--- src/rtl/pc_ctrl.sv ---
// Next-PC sequencer and halt controller for the WISC fetch stage.
// Define PC_CTRL_RAS_EN to add a 4-entry return-address stack with call/return prediction.
module pc_ctrl #(
    parameter logic [15:0] RESET_PC = 16'h0000,
    parameter int          DRAIN    = 3
) (
    input  logic        clk,
    input  logic        rst,
    input  logic        stall,
    input  logic        br_taken,
    input  logic [15:0] br_target,
    input  logic        hlt_dec,
`ifdef PC_CTRL_RAS_EN
    input  logic        call_if,
    input  logic        ret_if,
    output logic        ret_pred,
`endif
    output logic [15:0] pc,
    output logic [15:0] pc_plus1,
    output logic        fetch_vld,
    output logic        flush,
    output logic        halted
);

    typedef enum logic [1:0] {
        ST_RUN     = 2'd0,
        ST_DRAIN   = 2'd1,
        ST_HALTED  = 2'd2
    } state_t;

    localparam logic [3:0] DRAIN_LOAD = 4'(DRAIN - 1);

    state_t      state_reg, state_next;
    logic [3:0]  cnt_reg, cnt_next;
    logic [15:0] pc_reg, pc_next;
    logic        halted_reg, halted_next;

`ifdef PC_CTRL_RAS_EN
    logic [15:0] ras_mem [0:3];
    logic [1:0]  ras_ptr_reg;
    logic [2:0]  ras_cnt_reg;
    logic [15:0] ras_top;
    logic        ras_push;
    logic        ras_pop;

    // ras_ptr_reg points at the next free slot; the top entry sits one below it
    assign ras_top = ras_mem[ras_ptr_reg - 2'd1];
`endif

    assign pc_plus1 = pc_reg + 16'd1;
    assign pc       = pc_reg;
    assign halted   = halted_reg;

    // State register
    always_ff @(posedge clk or posedge rst) begin
        if (rst) begin
            state_reg  <= ST_RUN;
            cnt_reg    <= 4'd0;
            pc_reg     <= RESET_PC;
            halted_reg <= 1'b0;
        end else begin
            state_reg  <= state_next;
            cnt_reg    <= cnt_next;
            pc_reg     <= pc_next;
            halted_reg <= halted_next;
        end
    end

    // Next-state and next-PC selection
    always_comb begin
        state_next  = state_reg;
        cnt_next    = cnt_reg;
        pc_next     = pc_reg;
        halted_next = halted_reg;
`ifdef PC_CTRL_RAS_EN
        ras_push    = 1'b0;
        ras_pop     = 1'b0;
`endif
        case (state_reg)
            ST_RUN: begin
                if (br_taken) begin
                    pc_next = br_target;
                end else if (hlt_dec) begin
                    if (DRAIN == 1) begin
                        state_next  = ST_HALTED;
                        halted_next = 1'b1;
                    end else begin
                        state_next = ST_DRAIN;
                        cnt_next   = DRAIN_LOAD;
                    end
                end else if (!stall) begin
`ifdef PC_CTRL_RAS_EN
                    if (ret_if && (ras_cnt_reg != 3'd0)) begin
                        pc_next = ras_top;
                        ras_pop = 1'b1;
                    end else begin
                        pc_next  = pc_plus1;
                        ras_push = call_if;
                    end
`else
                    pc_next = pc_plus1;
`endif
                end
            end
            ST_DRAIN: begin
                if (br_taken) begin
                    // The HLT was on the wrong path; resume at the redirect.
                    pc_next    = br_target;
                    state_next = ST_RUN;
                    cnt_next   = 4'd0;
                end else if (cnt_reg == 4'd1) begin
                    state_next  = ST_HALTED;
                    halted_next = 1'b1;
                    cnt_next    = 4'd0;
                end else begin
                    cnt_next = cnt_reg - 4'd1;
                end
            end
            ST_HALTED: begin
                state_next = ST_HALTED;
            end
            default: begin
                state_next = ST_RUN;
            end
        endcase
    end

    // Outputs; rst gating keeps flush low while reset is held
    always_comb begin
        fetch_vld = (state_reg == ST_RUN);
        flush     = !rst && br_taken && (state_reg != ST_HALTED);
`ifdef PC_CTRL_RAS_EN
        ret_pred  = !rst && ras_pop;
`endif
    end

`ifdef PC_CTRL_RAS_EN
    always_ff @(posedge clk or posedge rst) begin
        if (rst) begin
            ras_ptr_reg <= 2'd0;
            ras_cnt_reg <= 3'd0;
        end else if (ras_pop) begin
            ras_ptr_reg <= ras_ptr_reg - 2'd1;
            ras_cnt_reg <= ras_cnt_reg - 3'd1;
        end else if (ras_push) begin
            // A push onto a full stack wraps the pointer over the oldest entry.
            ras_ptr_reg <= ras_ptr_reg + 2'd1;
            if (ras_cnt_reg != 3'd4) begin
                ras_cnt_reg <= ras_cnt_reg + 3'd1;
            end
        end
    end

    generate
        for (genvar gi = 0; gi < 4; gi++) begin : g_ras
            always_ff @(posedge clk) begin
                if (ras_push && (ras_ptr_reg == 2'(gi))) begin
                    ras_mem[gi] <= pc_plus1;
                end
            end
        end
    endgenerate
`endif

endmodule

--- config.mk ---
export PLATFORM = sky130hd
export DESIGN_NAME = pc_ctrl
export DESIGN_NICKNAME = d
export VERILOG_FILES = /design/src/rtl/pc_ctrl.sv
export SDC_FILE = /design/constraint.sdc
export NUM_CORES = 1
export LEC_CHECK = 0
export CAP_MARGIN = 40
export CORE_ASPECT_RATIO = 1.5
export CORE_UTILIZATION = 30
export DETAILED_ROUTE_END_ITERATION = 8
export PLACE_DENSITY_LB_ADDON = 0.2
export REMOVE_ABC_BUFFERS = 1
export SLEW_MARGIN = 15
export SYNTH_ARGS = -nofsm -noshare
export SYNTH_HDL_FRONTEND = slang
export SYNTH_SLANG_ARGS = --single-unit
--- constraint.sdc ---
create_clock -name clk -period 3.6 [get_ports clk]
set_input_delay 0.72 -clock clk [delete_from_list [all_inputs] [get_ports clk]]
set_output_delay 0.72 -clock clk [all_outputs]
set_load 0.01 [all_outputs]
# --- Yosys cells after proc, flatten, opt, wreduce, memory -nomap -nowiden ---
# Index checks and enable logic that the tools add are counted.
# W data, S select, Z words.
totals:
  regBits: 23
  in_bits: 21
  out_inout_bits: 35
  word_cells: 41
classes:
  n_reduce_logical: 9
  n_bitwise: 1
  add_sub_neg: 2
  n_eq_ne: 10
  muxes: 15
op_table:
  columns: ["op", "n"]
  rows:
  - ["$mux W16", 4]
  - ["$pmux W16 S2", 1]
  - ["$add A16 B1 Y16 const B", 1]
  - ["$mux W4", 4]
  - ["$ne A3 B3 Y1 const B", 3]
  - ["$reduce_and A3 Y1", 3]
  - ["$mux W2", 4]
  - ["$ne A2 B2 Y1 const B", 4]
  - ["$pmux W4 S2", 1]
  - ["$pmux W2 S3", 1]
  - ["$eq A4 B1 Y1 const B", 1]
  - ["$reduce_and A4 Y1", 1]
  - ["$sub A4 B1 Y4 const B", 1]
  - ["$eq A2 B1 Y1 const B", 1]
  - ["$eq A2 B2 Y1 const B", 1]
  - ["$logic_and A1 B1 Y1", 2]
  - ["$logic_not A2 Y1", 1]
  - ["$reduce_bool A2 Y1", 1]
  - ["$logic_not A1 Y1", 1]
  - ["$not A1 Y1", 1]

# --- Longest topological paths before layout ---
logic_depth:
  ltp_word: 5
  depth_mapped: 6
  mapped_depth_nobuf: 6

# --- Least setup slack after synthesis ---
# No wires, ideal clock.
synth_timing:
  path_kind: "register to output"
  from: "reg pc_reg[1], in the netlist pc[1]"
  to: "out pc_plus1[12]"
  arrival_time_ps: 1543
  stages_incl_launch_ff: 5
  required_time_ps: 2880
  n_path_buf: 0
  setup_slack_ps: 1337
  path_cell_list: "dfrtp_1 -> ha_1 -> nand2_1 -> or4_4 -> xnor2_1"
synth_via:
  elab_chain_len: 1
synth_lines:
  columns: ["item", "line_no", "rtl"]
  rows:
  - ["start: declaration", "35", "logic [15:0] pc_reg, pc_next;"]
  - ["start signal: assignment", "64", "pc_reg <= pc_next;"]
  - ["$add A16 B1 Y16", "50", "assign pc_plus1 = pc_reg + 16'd1;"]
  - ["end: declaration", "19", "output logic [15:0] pc_plus1,"]
# No other way between the ends.

# --- Worst setup path after layout ---
layout_timing:
  from: "reg pc_reg[0], in the netlist pc[0]"
  to: "out pc_plus1[12]"
# Same word-level chain as after synthesis.

==> results.sh <==
export IMPL_nets=252
export IMPL_synthFlopType="dfrtp_1"
export IMPL_grt_total_usage_pct=18.1
export IMPL_setup_violations=0
export IMPL_clk_pin_slew_ns=0.09
export IMPL_dp_hpwl_mm=3.34
export IMPL_synthSimpleGateAreaFrac_pct=23.8
export IMPL_synth_top_cell_area_share_pct=37.4
export IMPL_timing_rr_end="pc[7]"
export IMPL_initial_core_util_pct=31.5
export IMPL_syn2layout_area_growth_pct=43.9
export IMPL_clock_sinks=23
export IMPL_fmax_mhz=322
export IMPL_setup_tns_ns=0
export IMPL_fillers=501
export IMPL_numCtsBuffers=3
export IMPL_clock_skew_ns=0.00458
export IMPL_first_global_vias=1506
export IMPL_synthAdderAreaFrac_pct=2.44
export IMPL_period_minus_slack_ns=3.10
export IMPL_irDropWorstVdd_mv=0.393
export IMPL_grt_util_met1_pct=23.5
export IMPL_routabilityCongestion=0.772
export IMPL_io_buffers=55
export IMPL_worstHoldStart="halted"
export IMPL_cap_violations=0
export IMPL_fp_dieH_um=89.7
export IMPL_grt_max_degree=24
export IMPL_p_per_area_nw_per_um2=823
export IMPL_critical_path_class="flop to primary output"
export IMPL_min_period_over_period_pct=86.2
export IMPL_synthTopCellsByArea="dfrtp_1 37%, nand3_1 4.9%, xnor2_1 4.6%"
export IMPL_clockBufferDepth=2
export IMPL_r2r_start="state_reg[1]"
export IMPL_synthXorXnorAreaFrac_pct=7.97
export IMPL_row_count=31
export IMPL_largest_reg_flops=16
export IMPL_worstSetupEndpoint="pc_plus1[12]"
export IMPL_synth_seq_cells=23
export IMPL_routed_via_density=5.37
export IMPL_drc=0
export IMPL_path_cells="ha_1 -> nand2_1 -> or4_4 -> xnor2_1 -> clkdlybuf4s50_1"
export IMPL_async_flop_share_pct=100
export IMPL_drtIter0Drc=53
export IMPL_rsz0062_at_grt="no"
export IMPL_h_tree_depth=1
export IMPL_grtUsageMet3_pct=3.17
export IMPL_tightest_slew_ns=0.641
export IMPL_synth_top_family_by_area="simple AND/OR/NAND/NOR gates"
export IMPL_boundaryPins=56
export IMPL_post_cts_resized=0
export IMPL_cpPeakStageDelay_ns=0.56
export IMPL_p_leak_nw=0.882
export IMPL_num_vias=1573
export IMPL_cts_root_buf="clkbuf_8"
export IMPL_r2r_cells=4
export IMPL_postLayoutCoreUtil_pct=45.3
export IMPL_worstSkewPairLatency_ns=0.27
export IMPL_grt_first_pass_wirelength_mm=7.52
export IMPL_post_cts_buffers=0
export IMPL_antennaDiodeCount=0
export IMPL_routed_wl_mm=4.57
export IMPL_core_area_um2=4890
export IMPL_grt_busiest_layer="met2"
export IMPL_overflow=0
export IMPL_die_x_um=60.5
export IMPL_wl_per_cell_um=15.6
export IMPL_whs_ns=0.481
export IMPL_syn_inst=172
export IMPL_drtPass1Iterations=4
export IMPL_muxShareOfSynthArea_pct=2.68
export IMPL_hp_class="flop to flop"
export IMPL_drv_slew=0
export IMPL_slowest_stage="clkdlybuf4s50_1"
export IMPL_die_area_um2=5430
export IMPL_cts_tree="yes"
export IMPL_outcome="completed"
export IMPL_cp_max_fo=7
export IMPL_whs_path_depth=1
export IMPL_syn_area_per_cell_um2=8.95
export IMPL_holdBufCountCts=0
export IMPL_final_antenna_net_count=0
export IMPL_syn_area_um2=1540
export IMPL_finalHoldViolCount=0
export IMPL_end_kind="primary output"
export IMPL_yosysTopAreaCell="dfrtp_1"
export IMPL_relSlewSlack_pct=57.2
export IMPL_startpoint_type="flop"
export IMPL_yosys_cell_types_count=47
export IMPL_drive_gt1_share_pct=6.61
export IMPL_synth_seq_area_share_pct=37.4
export IMPL_required_ns=2.88
export IMPL_crit_path_start="pc[0]"
export IMPL_antenna_found_initial=0
export IMPL_met2_usage_pct=29.3
export IMPL_ys_warn_count=0
export IMPL_r2r_slack_ns=1.75
export IMPL_synth_edf_count=0
export IMPL_synth_compound_area_share_pct=21.1
export IMPL_crit_arrival_ns=2.38
[cells in the mapped netlist (all sizes together), types with 2 or more instances]
library cell / number
dfrtp: 23
nand3: 15
nand2: 12
a21oi: 10
inv: 10
nor2: 8
xnor2: 8
a32oi: 6
o21ai: 6
xor2: 6
clkbuf: 5
o211ai: 5
nand4: 4
nor3: 4
a2bb2oi: 3
buf: 3
ha: 3
mux2i: 3
nand4b: 3
o22ai: 3
or3: 3
or4: 3
a21o: 2
and3: 2
nand2b: 2
nor2b: 2
nor4: 2
[logic make-up (layout without fill, tap and decap cells)]
group | count (synthesis) | count (layout)
AO/OA/AOI/OAI | 46 | 46
adder cells (fa/ha/maj) | 3 | 3
buffers and inverters | 18 | 73
AND/OR/NAND/NOR | 64 | 64
flip-flops | 23 | 23
XOR/XNOR | 14 | 14
multiplexers | 4 | 4
[worst min path at each step]
stage	end
after detailed placement	halted
after CTS	halted
after global placement	halted
final	halted
after global routing	halted
after floorplan	cnt_reg[2]
[layout make-up]
type                    count  area (um2)  share of cell area [%]
repair buffers             59         581                    26.2
flip-flops and latches     23         576                    26.0
clock inverters             1        5.00                   0.226
multi-input cells         131         892                    40.3
inverters                  10        37.5                    1.69
well taps                  66        82.6                    3.73
clock buffers               3        41.3                    1.86
[metal layers]
metal  part of all wire, %  vias up  wire length, um
met2                    53       33             2400
met3                   3.3        7              150
li1                      -      755                -
met1                    43      778             1950
met4                   1.4        0               66
met5                     0        -                0
[worst max-delay path: cells and delay by family (launching register included)]
kind	cells	cell delay, ns
xor gates and xnor gates	1	0.17
DFF	1	0.45
adders and majority gates	1	0.32
and+or+nand+nor	2	0.61
buffers and inverters	1	0.56
[placed cells by master (no fill, tap or decap), types with 5 or more instances in the layout]
cell,netlist,final
clkdlybuf4s50_1,0,55
dfrtp_1,23,23
nand3_1,15,15
nand2_1,12,12
inv_1,10,10
a21oi_1,10,10
nor2_1,8,8
xnor2_1,8,8
a32oi_1,6,6
xor2_1,6,6
o211ai_1,5,5
o21ai_0,5,5
[metrics by stage]
stage | power [mW] | instances | worst slack, ns | instance area [um2]
floorplan | 1.08 | 164 | 1.34 | 1510
global placement | 1.66 | 289 | 0.842 | 2170
detailed placement | 1.66 | 289 | 0.792 | 2170
CTS | 1.84 | 293 | 0.496 | 2210
global route | 1.96 | 293 | 0.312 | 2210
finish | 1.82 | 293 | 0.498 | 2210
[power by group]
group          internal (mW)  leakage, nW  total (mW)  switching (mW)
registers              0.372        0.274       0.563           0.191
logic                  0.601        0.582        1.10           0.494
clock network         0.0774       0.0255       0.165          0.0879
total                   1.05        0.882        1.82           0.773
(Power assumes the default switching activity.)
